<file path="config.mk">
export PLATFORM = sky130hd
export DESIGN_NAME = axil_irq_regs_flat
export DESIGN_NICKNAME = d
export VERILOG_FILES = /design/src/rtl/irq_regs_pkg.sv /design/src/rtl/axil_irq_regs_if.sv /design/src/rtl/irq_pending_bank.sv /design/src/rtl/axil_irq_regs.sv /design/src/flat_wrapper.sv
export SDC_FILE = /design/constraint.sdc
export NUM_CORES = 1
export LEC_CHECK = 0
export BUFFER_PORTS_ARGS = -buffer_cell sky130_fd_sc_hd__buf_2
export CAP_MARGIN = 5
export CORE_AREA = 2 2 59 61
export CTS_CLUSTER_DIAMETER = 30
export DETAILED_ROUTE_END_ITERATION = 7
export DIE_AREA = 0 0 61 63
export GPL_ROUTABILITY_DRIVEN = 0
export GPL_TIMING_DRIVEN = 0
export PLACE_DENSITY = 0.9
export SLEW_MARGIN = 0
export SYNTH_ARGS = -nofsm -noshare
export SYNTH_HDL_FRONTEND = slang
export SYNTH_SLANG_ARGS = --single-unit
export TNS_END_PERCENT = 5
</file>
<file path="constraint.sdc">
create_clock -name clk -period 2.28 [get_ports clk]
set_input_delay 0.456 -clock clk [delete_from_list [all_inputs] [get_ports clk]]
set_output_delay 0.456 -clock clk [all_outputs]
set_load 0.02 [all_outputs]
</file>
<file path="src/rtl/irq_regs_pkg.sv">
// irq_regs_pkg
//   Shared constants for the AXI4-Lite interrupt register block: register
//   byte offsets, the OKAY response code and the word-select decode used by
//   both the read and the write paths.
package irq_regs_pkg;

    localparam logic [3:0] REG_STATUS = 4'h0;
    localparam logic [3:0] REG_ENABLE = 4'h4;
    localparam logic [3:0] REG_CLEAR  = 4'h8;
    localparam logic [3:0] REG_COUNT  = 4'hC;

    localparam logic [1:0] RESP_OKAY  = 2'b00;

    typedef enum logic [1:0] {
        SEL_STATUS = 2'd0,
        SEL_ENABLE = 2'd1,
        SEL_CLEAR  = 2'd2,
        SEL_COUNT  = 2'd3
    } reg_sel_e;

    // Only address bits [3:2] select a register; everything above aliases.
    function automatic reg_sel_e decode_sel(input logic [1:0] word);
        reg_sel_e sel;
        sel = SEL_STATUS;
        case (word)
            REG_STATUS[3:2]: sel = SEL_STATUS;
            REG_ENABLE[3:2]: sel = SEL_ENABLE;
            REG_CLEAR[3:2]:  sel = SEL_CLEAR;
            REG_COUNT[3:2]:  sel = SEL_COUNT;
            default:         sel = SEL_STATUS;
        endcase
        return sel;
    endfunction

endpackage

</file>
<file path="src/rtl/axil_irq_regs_if.sv">
// axil_irq_regs_if
//   AXI4-Lite bus bundle for the interrupt register block.
//   slave modport : used by axil_irq_regs (ready/resp/rdata outputs)
//   master modport: used by whatever drives the bus (CPU side / bench)
interface axil_irq_regs_if #(
    parameter int ADDR_WIDTH = 4
);
    logic [ADDR_WIDTH-1:0] s_axi_awaddr;
    logic                  s_axi_awvalid;
    logic                  s_axi_awready;
    logic [31:0]           s_axi_wdata;
    logic [3:0]            s_axi_wstrb;
    logic                  s_axi_wvalid;
    logic                  s_axi_wready;
    logic [1:0]            s_axi_bresp;
    logic                  s_axi_bvalid;
    logic                  s_axi_bready;
    logic [ADDR_WIDTH-1:0] s_axi_araddr;
    logic                  s_axi_arvalid;
    logic                  s_axi_arready;
    logic [31:0]           s_axi_rdata;
    logic [1:0]            s_axi_rresp;
    logic                  s_axi_rvalid;
    logic                  s_axi_rready;

    modport slave (
        input  s_axi_awaddr, s_axi_awvalid, s_axi_wdata, s_axi_wstrb, s_axi_wvalid,
               s_axi_bready, s_axi_araddr, s_axi_arvalid, s_axi_rready,
        output s_axi_awready, s_axi_wready, s_axi_bresp, s_axi_bvalid,
               s_axi_arready, s_axi_rdata, s_axi_rresp, s_axi_rvalid
    );

    modport master (
        output s_axi_awaddr, s_axi_awvalid, s_axi_wdata, s_axi_wstrb, s_axi_wvalid,
               s_axi_bready, s_axi_araddr, s_axi_arvalid, s_axi_rready,
        input  s_axi_awready, s_axi_wready, s_axi_bresp, s_axi_bvalid,
               s_axi_arready, s_axi_rdata, s_axi_rresp, s_axi_rvalid
    );
endinterface

</file>
<file path="src/rtl/irq_pending_bank.sv">
// irq_pending_bank
//   Sticky pending bits, enable mask and the registered interrupt line.
//   Ports:
//     clk, resetn      clock, async active-low reset
//     irq_pulse_in     single-cycle event pulses (set pending, set wins)
//     en_we / clr_we   one-cycle write strobes for ENABLE / CLEAR
//     wdata, wstrb     write data (low NUM_IRQ bits) and byte strobes
//     pending, enable  current register contents
//     irq_out          registered OR of (pending & enable)
module irq_pending_bank #(
    parameter int NUM_IRQ = 4
) (
    input  logic               clk,
    input  logic               resetn,
    input  logic [NUM_IRQ-1:0] irq_pulse_in,
    input  logic               en_we,
    input  logic               clr_we,
    input  logic [NUM_IRQ-1:0] wdata,
    input  logic [3:0]         wstrb,
    output logic [NUM_IRQ-1:0] pending,
    output logic [NUM_IRQ-1:0] enable,
    output logic               irq_out
);

    logic [NUM_IRQ-1:0] byte_en;
    logic [NUM_IRQ-1:0] clr_mask;
    logic [NUM_IRQ-1:0] en_mask;

    // Each bit follows the strobe of the byte lane it lives in.
    for (genvar i = 0; i < NUM_IRQ; i++) begin : g_bit
        assign byte_en[i]  = wstrb[i/8];
        assign clr_mask[i] = clr_we & byte_en[i] & wdata[i];
        assign en_mask[i]  = en_we & byte_en[i];
    end

    // Lanes above NUM_IRQ carry no storage.
    logic unused_strb;
    assign unused_strb = ^wstrb;

    always_ff @(posedge clk or negedge resetn) begin
        if (!resetn) begin
            pending <= '0;
            enable  <= '0;
            irq_out <= 1'b0;
        end else begin
            // A pulse landing in the same cycle as its clear keeps the bit set.
            pending <= (pending & ~clr_mask) | irq_pulse_in;
            enable  <= (enable & ~en_mask) | (wdata & en_mask);
            irq_out <= |(pending & enable);
        end
    end

endmodule

</file>
<file path="src/rtl/axil_irq_regs.sv">
// axil_irq_regs
//   AXI4-Lite register block that latches interrupt pulses into sticky
//   pending bits, masks them with ENABLE and drives one level interrupt.
//   Map: 0x0 STATUS (RO), 0x4 ENABLE (RW), 0x8 CLEAR (W1C), 0xC COUNT.
//   Optional: define AXIL_IRQ_COUNT_EN for a saturating 32-bit pulse counter
//   at 0xC (cleared by any strobed write); otherwise 0xC reads 0.
//   Ports:
//     clk, resetn    clock, async active-low reset
//     irq_pulse_in   NUM_IRQ single-cycle event pulses
//     irq_out        registered level interrupt to the CPU
//     s_axi          AXI4-Lite slave bus (axil_irq_regs_if.slave)
module axil_irq_regs
    import irq_regs_pkg::*;
#(
    parameter int NUM_IRQ    = 4,
    parameter int ADDR_WIDTH = 4,
    parameter int DATA_WIDTH = 32
) (
    input  logic               clk,
    input  logic               resetn,
    input  logic [NUM_IRQ-1:0] irq_pulse_in,
    output logic               irq_out,
    axil_irq_regs_if.slave     s_axi
);

    // Keeps ready outputs low while reset is held and for the release edge.
    logic                  live;

    logic                  aw_held, w_held, bvalid;
    logic [ADDR_WIDTH-1:0] awaddr_q;
    logic [NUM_IRQ-1:0]    wdata_q;
    logic [3:0]            wstrb_q;

    logic                  rvalid;
    logic [DATA_WIDTH-1:0] rdata_q, rdata_d;

    logic                  awready, wready, arready, commit;
    reg_sel_e              wr_sel, rd_sel;

    logic [NUM_IRQ-1:0]    pending, enable;
    logic [31:0]           count_rd;

    assign awready = live & ~aw_held & ~bvalid;
    assign wready  = live & ~w_held & ~bvalid;
    assign arready = live & ~rvalid;

    // Fires exactly once per write: bvalid rises on the same edge.
    assign commit  = aw_held & w_held & ~bvalid;
    assign wr_sel  = decode_sel(awaddr_q[3:2]);
    assign rd_sel  = decode_sel(s_axi.s_axi_araddr[3:2]);

    assign s_axi.s_axi_awready = awready;
    assign s_axi.s_axi_wready  = wready;
    assign s_axi.s_axi_bvalid  = bvalid;
    assign s_axi.s_axi_bresp   = RESP_OKAY;
    assign s_axi.s_axi_arready = arready;
    assign s_axi.s_axi_rvalid  = rvalid;
    assign s_axi.s_axi_rdata   = rdata_q;
    assign s_axi.s_axi_rresp   = RESP_OKAY;

    logic unused_bits;
    assign unused_bits = ^{awaddr_q, s_axi.s_axi_araddr, s_axi.s_axi_wdata};

    // Write channel: AW and W park in holding registers until both arrive.
    always_ff @(posedge clk or negedge resetn) begin
        if (!resetn) begin
            live     <= 1'b0;
            aw_held  <= 1'b0;
            w_held   <= 1'b0;
            bvalid   <= 1'b0;
            awaddr_q <= '0;
            wdata_q  <= '0;
            wstrb_q  <= '0;
        end else begin
            live <= 1'b1;
            if (s_axi.s_axi_awvalid && awready) begin
                aw_held  <= 1'b1;
                awaddr_q <= s_axi.s_axi_awaddr;
            end
            if (s_axi.s_axi_wvalid && wready) begin
                w_held  <= 1'b1;
                wdata_q <= s_axi.s_axi_wdata[NUM_IRQ-1:0];
                wstrb_q <= s_axi.s_axi_wstrb;
            end
            if (commit)
                bvalid <= 1'b1;
            if (bvalid && s_axi.s_axi_bready) begin
                bvalid  <= 1'b0;
                aw_held <= 1'b0;
                w_held  <= 1'b0;
            end
        end
    end

    irq_pending_bank #(.NUM_IRQ(NUM_IRQ)) u_bank (
        .clk          (clk),
        .resetn       (resetn),
        .irq_pulse_in (irq_pulse_in),
        .en_we        (commit && wr_sel == SEL_ENABLE),
        .clr_we       (commit && wr_sel == SEL_CLEAR),
        .wdata        (wdata_q),
        .wstrb        (wstrb_q),
        .pending      (pending),
        .enable       (enable),
        .irq_out      (irq_out)
    );

`ifdef AXIL_IRQ_COUNT_EN
    logic [31:0] count_q;
    logic [5:0]  pop;
    logic [32:0] sum;
    logic        cnt_clr;

    always_comb begin
        pop = '0;
        for (int i = 0; i < NUM_IRQ; i++)
            pop = pop + 6'(irq_pulse_in[i]);
        sum = {1'b0, count_q} + {27'd0, pop};
    end

    assign cnt_clr = commit && wr_sel == SEL_COUNT && |wstrb_q;

    // Clear beats the same-cycle increment; carry-out saturates.
    always_ff @(posedge clk or negedge resetn) begin
        if (!resetn)
            count_q <= '0;
        else if (cnt_clr)
            count_q <= '0;
        else if (sum[32])
            count_q <= '1;
        else
            count_q <= sum[31:0];
    end

    assign count_rd = count_q;
`else
    assign count_rd = '0;
`endif

    always_comb begin
        rdata_d = '0;
        case (rd_sel)
            SEL_STATUS: rdata_d[NUM_IRQ-1:0] = pending;
            SEL_ENABLE: rdata_d[NUM_IRQ-1:0] = enable;
            SEL_COUNT:  rdata_d = count_rd;
            default:    rdata_d = '0;
        endcase
    end

    // Read channel: one-cycle registered response, held until rready.
    always_ff @(posedge clk or negedge resetn) begin
        if (!resetn) begin
            rvalid  <= 1'b0;
            rdata_q <= '0;
        end else if (s_axi.s_axi_arvalid && arready) begin
            rvalid  <= 1'b1;
            rdata_q <= rdata_d;
        end else if (rvalid && s_axi.s_axi_rready) begin
            rvalid  <= 1'b0;
        end
    end

endmodule

</file>
<file path="src/flat_wrapper.sv">
// flat-port wrapper written by rule: the top's interface ports become plain ports
module axil_irq_regs_flat import irq_regs_pkg::*;
#(
    parameter int NUM_IRQ    = 4,
    parameter int ADDR_WIDTH = 4,
    parameter int DATA_WIDTH = 32
)
  (clk, resetn, irq_pulse_in, irq_out, s_axi_s_axi_awaddr, s_axi_s_axi_awvalid, s_axi_s_axi_wdata, s_axi_s_axi_wstrb, s_axi_s_axi_wvalid, s_axi_s_axi_bready, s_axi_s_axi_araddr, s_axi_s_axi_arvalid, s_axi_s_axi_rready, s_axi_s_axi_awready, s_axi_s_axi_wready, s_axi_s_axi_bresp, s_axi_s_axi_bvalid, s_axi_s_axi_arready, s_axi_s_axi_rdata, s_axi_s_axi_rresp, s_axi_s_axi_rvalid);
  axil_irq_regs_if #(.ADDR_WIDTH(ADDR_WIDTH)) s_axi_i ();
  input  logic clk;
  input  logic resetn;
  input  logic [NUM_IRQ-1:0] irq_pulse_in;
  output logic irq_out;
  input wire logic [$bits(s_axi_i.s_axi_awaddr)-1:0] s_axi_s_axi_awaddr;
  input wire logic [$bits(s_axi_i.s_axi_awvalid)-1:0] s_axi_s_axi_awvalid;
  input wire logic [$bits(s_axi_i.s_axi_wdata)-1:0] s_axi_s_axi_wdata;
  input wire logic [$bits(s_axi_i.s_axi_wstrb)-1:0] s_axi_s_axi_wstrb;
  input wire logic [$bits(s_axi_i.s_axi_wvalid)-1:0] s_axi_s_axi_wvalid;
  input wire logic [$bits(s_axi_i.s_axi_bready)-1:0] s_axi_s_axi_bready;
  input wire logic [$bits(s_axi_i.s_axi_araddr)-1:0] s_axi_s_axi_araddr;
  input wire logic [$bits(s_axi_i.s_axi_arvalid)-1:0] s_axi_s_axi_arvalid;
  input wire logic [$bits(s_axi_i.s_axi_rready)-1:0] s_axi_s_axi_rready;
  output wire logic [$bits(s_axi_i.s_axi_awready)-1:0] s_axi_s_axi_awready;
  output wire logic [$bits(s_axi_i.s_axi_wready)-1:0] s_axi_s_axi_wready;
  output wire logic [$bits(s_axi_i.s_axi_bresp)-1:0] s_axi_s_axi_bresp;
  output wire logic [$bits(s_axi_i.s_axi_bvalid)-1:0] s_axi_s_axi_bvalid;
  output wire logic [$bits(s_axi_i.s_axi_arready)-1:0] s_axi_s_axi_arready;
  output wire logic [$bits(s_axi_i.s_axi_rdata)-1:0] s_axi_s_axi_rdata;
  output wire logic [$bits(s_axi_i.s_axi_rresp)-1:0] s_axi_s_axi_rresp;
  output wire logic [$bits(s_axi_i.s_axi_rvalid)-1:0] s_axi_s_axi_rvalid;
  assign s_axi_i.s_axi_awaddr = s_axi_s_axi_awaddr;
  assign s_axi_i.s_axi_awvalid = s_axi_s_axi_awvalid;
  assign s_axi_i.s_axi_wdata = s_axi_s_axi_wdata;
  assign s_axi_i.s_axi_wstrb = s_axi_s_axi_wstrb;
  assign s_axi_i.s_axi_wvalid = s_axi_s_axi_wvalid;
  assign s_axi_i.s_axi_bready = s_axi_s_axi_bready;
  assign s_axi_i.s_axi_araddr = s_axi_s_axi_araddr;
  assign s_axi_i.s_axi_arvalid = s_axi_s_axi_arvalid;
  assign s_axi_i.s_axi_rready = s_axi_s_axi_rready;
  assign s_axi_s_axi_awready = s_axi_i.s_axi_awready;
  assign s_axi_s_axi_wready = s_axi_i.s_axi_wready;
  assign s_axi_s_axi_bresp = s_axi_i.s_axi_bresp;
  assign s_axi_s_axi_bvalid = s_axi_i.s_axi_bvalid;
  assign s_axi_s_axi_arready = s_axi_i.s_axi_arready;
  assign s_axi_s_axi_rdata = s_axi_i.s_axi_rdata;
  assign s_axi_s_axi_rresp = s_axi_i.s_axi_rresp;
  assign s_axi_s_axi_rvalid = s_axi_i.s_axi_rvalid;
  axil_irq_regs #(.NUM_IRQ(NUM_IRQ), .ADDR_WIDTH(ADDR_WIDTH), .DATA_WIDTH(DATA_WIDTH)) u_core (.clk(clk), .resetn(resetn), .irq_pulse_in(irq_pulse_in), .irq_out(irq_out), .s_axi(s_axi_i));
endmodule
</file>
# --- Word-level counts from Yosys, hierarchy flattened ---
# Index checks and enable logic that the tools add are counted.
totals:
  reg_bits: 27
  latch_bits: 0
  mem_bits_rw: 0
  mem_bits_ro: 0
  elab_cells: 72
  n_memories: 0
op_classes:
  n_addsub: 0
  mul: 0
  div: 0
  order_cmp: 0
  n_eq_ne: 9
  shift: 0
  n_mux: 11
  n_bitwise: 25
  n_reduce_logical: 15
ops:
  columns: ["operator", "n"]
  rows:
  - ["$and A4 B4 Y4", 4]
  - ["$pmux W2 S4", 2]
  - ["$and A1 B1 Y1", 13]
  - ["$eq A2 B2 Y1 const B", 5]
  - ["$eq A2 B1 Y1 const B", 4]
  - ["$mux W1", 8]
  - ["$not A4 Y4", 2]
  - ["$or A4 B4 Y4", 2]
  - ["$pmux W4 S2", 1]
  - ["$reduce_bool A2 Y1", 4]
  - ["$logic_and A1 B1 Y1", 7]
  - ["$logic_not A2 Y1", 3]
  - ["$not A1 Y1", 4]
  - ["$reduce_or A4 Y1", 1]

# --- Longest topological paths before layout ---
depth:
  word_depth: 9
  ltp_mapped: 3
  depth_no_buf: 3

# --- Cells and area by module ---
# A second synthesis with hierarchy kept.
hier_totals:
  hier_cells: 116
  area_unflattened_um2: 1426.4
by_module_without_submodules:
  columns: ["mod", "instances", "cells_per_inst", "area_each_um2", "seq_area_each_um2"]
  rows:
  - ["axil_irq_regs", 1, 91, 1081.0, 475.5]
  - ["irq_pending_bank", 1, 25, 345.3, 225.2]

# --- Least setup slack after synthesis ---
# Ideal clock, no wire load.
synth_path:
  path_type: "reg-to-reg"
  from: "register u_core.bvalid, in the netlist u_core.s_axi.s_axi_bvalid"
  to: "register (tool-made name)"
  setup_ps: 125
  arrival_time_ps: 1403
  required_ps: 2155
  slack_ps: 753
  stages_incl_launch_ff: 4
  n_path_buf: 0
  synth_period_minus_slack_ps: 1527
  cell_sequence: "dfrtp_1 nand4b_2 nor3b_4 mux2_2"
synth_rtl:
  columns: ["element", "line", "source"]
  rows:
  - ["start, declared", "axil_irq_regs.sv:29", "logic aw_held, w_held, bvalid;"]
  - ["start signal, assigned", "axil_irq_regs.sv:70", "bvalid <= 1'b0;"]
  - ["start signal, assigned", "axil_irq_regs.sv:86", "bvalid <= 1'b1;"]
  - ["start signal, assigned", "axil_irq_regs.sv:88", "bvalid <= 1'b0;"]

# --- Final worst setup path ---
layout_path:
  from: "register u_core.bvalid, in the netlist u_core.s_axi.s_axi_bvalid"
  to: "output port s_axi_s_axi_wready"
layout_between:
  elab_chain_len: 2
layout_rtl:
  columns: ["element", "line", "source"]
  rows:
  - ["$not A1 Y1", "axil_irq_regs.sv:44", "assign wready = live & ~w_held & ~bvalid;"]
  - ["$and A1 B1 Y1", "axil_irq_regs.sv:44", null]
  - ["end, declared", "flat_wrapper.sv:24", "output wire logic [$bits(s_axi_i.s_axi_wready)-1:0] s_axi_s_axi_wready;"]
# No other way between the ends.

==> impl_results.md <==
* Max Clock Freq at 600 MHz
* Finished Cell Area at ~0.0017 mm²
* PostCTS Resize Cnt at 0
* CP max FO at 6
* Setup Skew at 0.00169 ns
* Worst VDD drop at 0.510 mV
* GR Util All Layers at 0.124
* Most instantiated cells after synthesis: 32 x buf_4, 25 x dfrtp_1, 10 x mux2_2
* Synthesized area per cell at 11.3 µm²
* Post-Synthesis Cells at 116
* Main flop type after synthesis: dfrtp_1
* Multi-input logic area at about 560 µm²
* Die H at 63 µm
* Most numerous cell in the Yosys netlist: buf_4
* Critical path required time at 1.82 ns
* Critical path type: reg2out
* Finished Core Util at 0.512
* Wire per inst at 9.78 µm
* Post-route ant nets at 0
* Worst hold path type: in2async
* Post-Route WL at 2200 µm
* Port-buffer cells at 28
* Synth Cell Area at 0.00131 mm²
* Initial DRC count at 27
* Drt first pass iters at 4
* Leakage at between 0.8 and 0.9 nW
* M1 WL at approximately 960 µm
* Number of flops mapped to enable cells by yosys at 0
* R2R depth at 3
* Met3 routed WL at 146 µm
* Synth Warn # at 0
* Remaining DRCs at 0
* Cell variety after synth at 21
* Cts hold-fix bufs at 0
* Max-cap violations at 0
* Flop-to-flop setup slack at 0.71 ns
* WHS at 0.113 ns
* Post-DR vias/cell at between 4 and 5
* Worst setup path end: s_axi_s_axi_wready
* Synth Register Bits at 25
* FP Rows at 21
* Clock Sinks at 25
* Final slew viol count at 0
* Final period utilization at 0.731
* Die area at roughly 0.0038 mm²
* Area Growth Syn to Fin at 25.9%
* FFs w/ async S/R, synth at 1.00
* CP endpoint kind: primary output
* R2r startpoint: u_core.s_axi.s_axi_bvalid
* Clk root buf: clkbuf_4
* Unrepaired setup endpoints after global routing: no
* GRT overflow at 0
* CTS H-Tree Depth at 1
* Final Setup Violations at 0
* Clock tree buffer depth at 2
* Clk_lat worst skew at 0.31 ns
* Placed Area at 0.00163 mm²
* Pin count of the biggest net entering global routing at 26
* Post-CTS setup buffers at 0
* Post-DP HPWL at around 1800 µm
* Final Non-Filler Cells at 225
* Fin crit period at 1.67 ns
* Worst EP arrival at 1.21 ns
* Num CTS Buffers at 3
* Pwr/cell area at 864 mW/mm²
* Worst slew pin tran at 0.541 ns
* Final #Nets at 235
* Metal2 WL at between 1000 and 1500 µm
* Initial Util at 0.407
* Highest routed layer: met4
* CTS tree: built
* Top post-synthesis cells by area: dfrtp_1 48%, buf_4 18%, mux2_2 8.6%
* TNS Setup at 0 ns
* Worst slew margin at 0.639
* Filler cells at between 300 and 400
* Worst Setup SP: u_core.s_axi.s_axi_bvalid
* Vias in the first global route at 837
* Seq/Total Area, Yosys at 0.476
* Placed cells at 221
* Layout cell share with drive strength beyond 1 at 0.430
* Diode count at 0
* Startpoint Class: flip-flop
* Final hold viol count at 0
* I/O pins at 97
* Initial antenna violation count at 0
* First-pass GRT wire length at 3620 µm
* Reg area at between 600 and 700 µm²
* DR vias at 903
* Clk slew on worst S/H paths at 0.12 ns
* Die width at 61 µm
* Synth area leader: dfrtp_1
* Status: finished clean
* Total core area at between 0.003 and 0.004 mm²
* Yosys top cell area share at 0.476
-- layer usage --
metal / vias up / global-route usage
met5: - / 0
met4: 0 / 0.0326
met3: 2 / 0.0476
met2: 39 / 0.208
met1: 407 / 0.146
li1: 455 / -
-- critical path, cell delays in order (launching register included) --
cell	delay, ns
dfrtp_1	0.46
nand2b_4	0.18
nor2_1	0.09
buf_2	0.17
-- cell usage in the layout, fill, tap and decap left out, types with 2 or more instances in the layout --
cell type	n
clkbuf_4	3
conb_1	33
nand3b_1	6
o31ai_1	4
buf_4	32
nand2_1	9
nand2b_1	4
buf_2	28
o21ai_0	5
mux2i_1	5
a22oi_1	2
mux2_2	10
nor2_1	3
dfrtp_1	25
-- layout make-up --
cell class | count | area share
Multi-Input combinational cell | 88 | 0.337
Sequential cell | 25 | 0.378
Timing Repair Buffer | 28 | 0.0847
Inverter | 1 | 0.00227
Clock buffer | 4 | 0.0159
Tap cell | 46 | 0.0348
Buffer | 33 | 0.148
-- logic make-up after synthesis --
kind of cell,synth area share
AND/OR/NAND/NOR,0.138
flip-flops,0.476
other,0.00572
buffers and inverters,0.189
multiplexers,0.132
AO/OA/AOI/OAI,0.0590
-- power by group --
part	total [mW]	switching [mW]	internal, mW
clock	0.187	0.119	0.0683
sequential	0.741	0.149	0.592
combinational	0.500	0.242	0.258
total	1.43	0.510	0.918
-- how the worst min path moves through the flow --
stage	from	to	slack [ns]	cells past startpoint
floorplan	resetn	asynchronous set/reset pin	0.16	0
global placement	resetn	u_core.wdata_q[1]	0.46	1
finish	resetn	u_core.wdata_q[0]	0.11	1
global route	resetn	u_core.u_bank.pending[0]	0.13	1
CTS	resetn	u_core.wdata_q[0]	0.12	1
detailed placement	u_core.s_axi.s_axi_rdata[2]	u_core.s_axi.s_axi_rdata[2]	0.47	2
-- stage by stage --
stage          setup WS (ns)  power, mW
5_1_grt                0.507       1.53
3_3_place_gp           0.757       1.22
6_report               0.614       1.43
4_1_cts                0.598       1.45
2_1_floorplan          0.753       1.11
3_5_place_dp           0.741       1.25
Power figures use the tool's default switching activity.
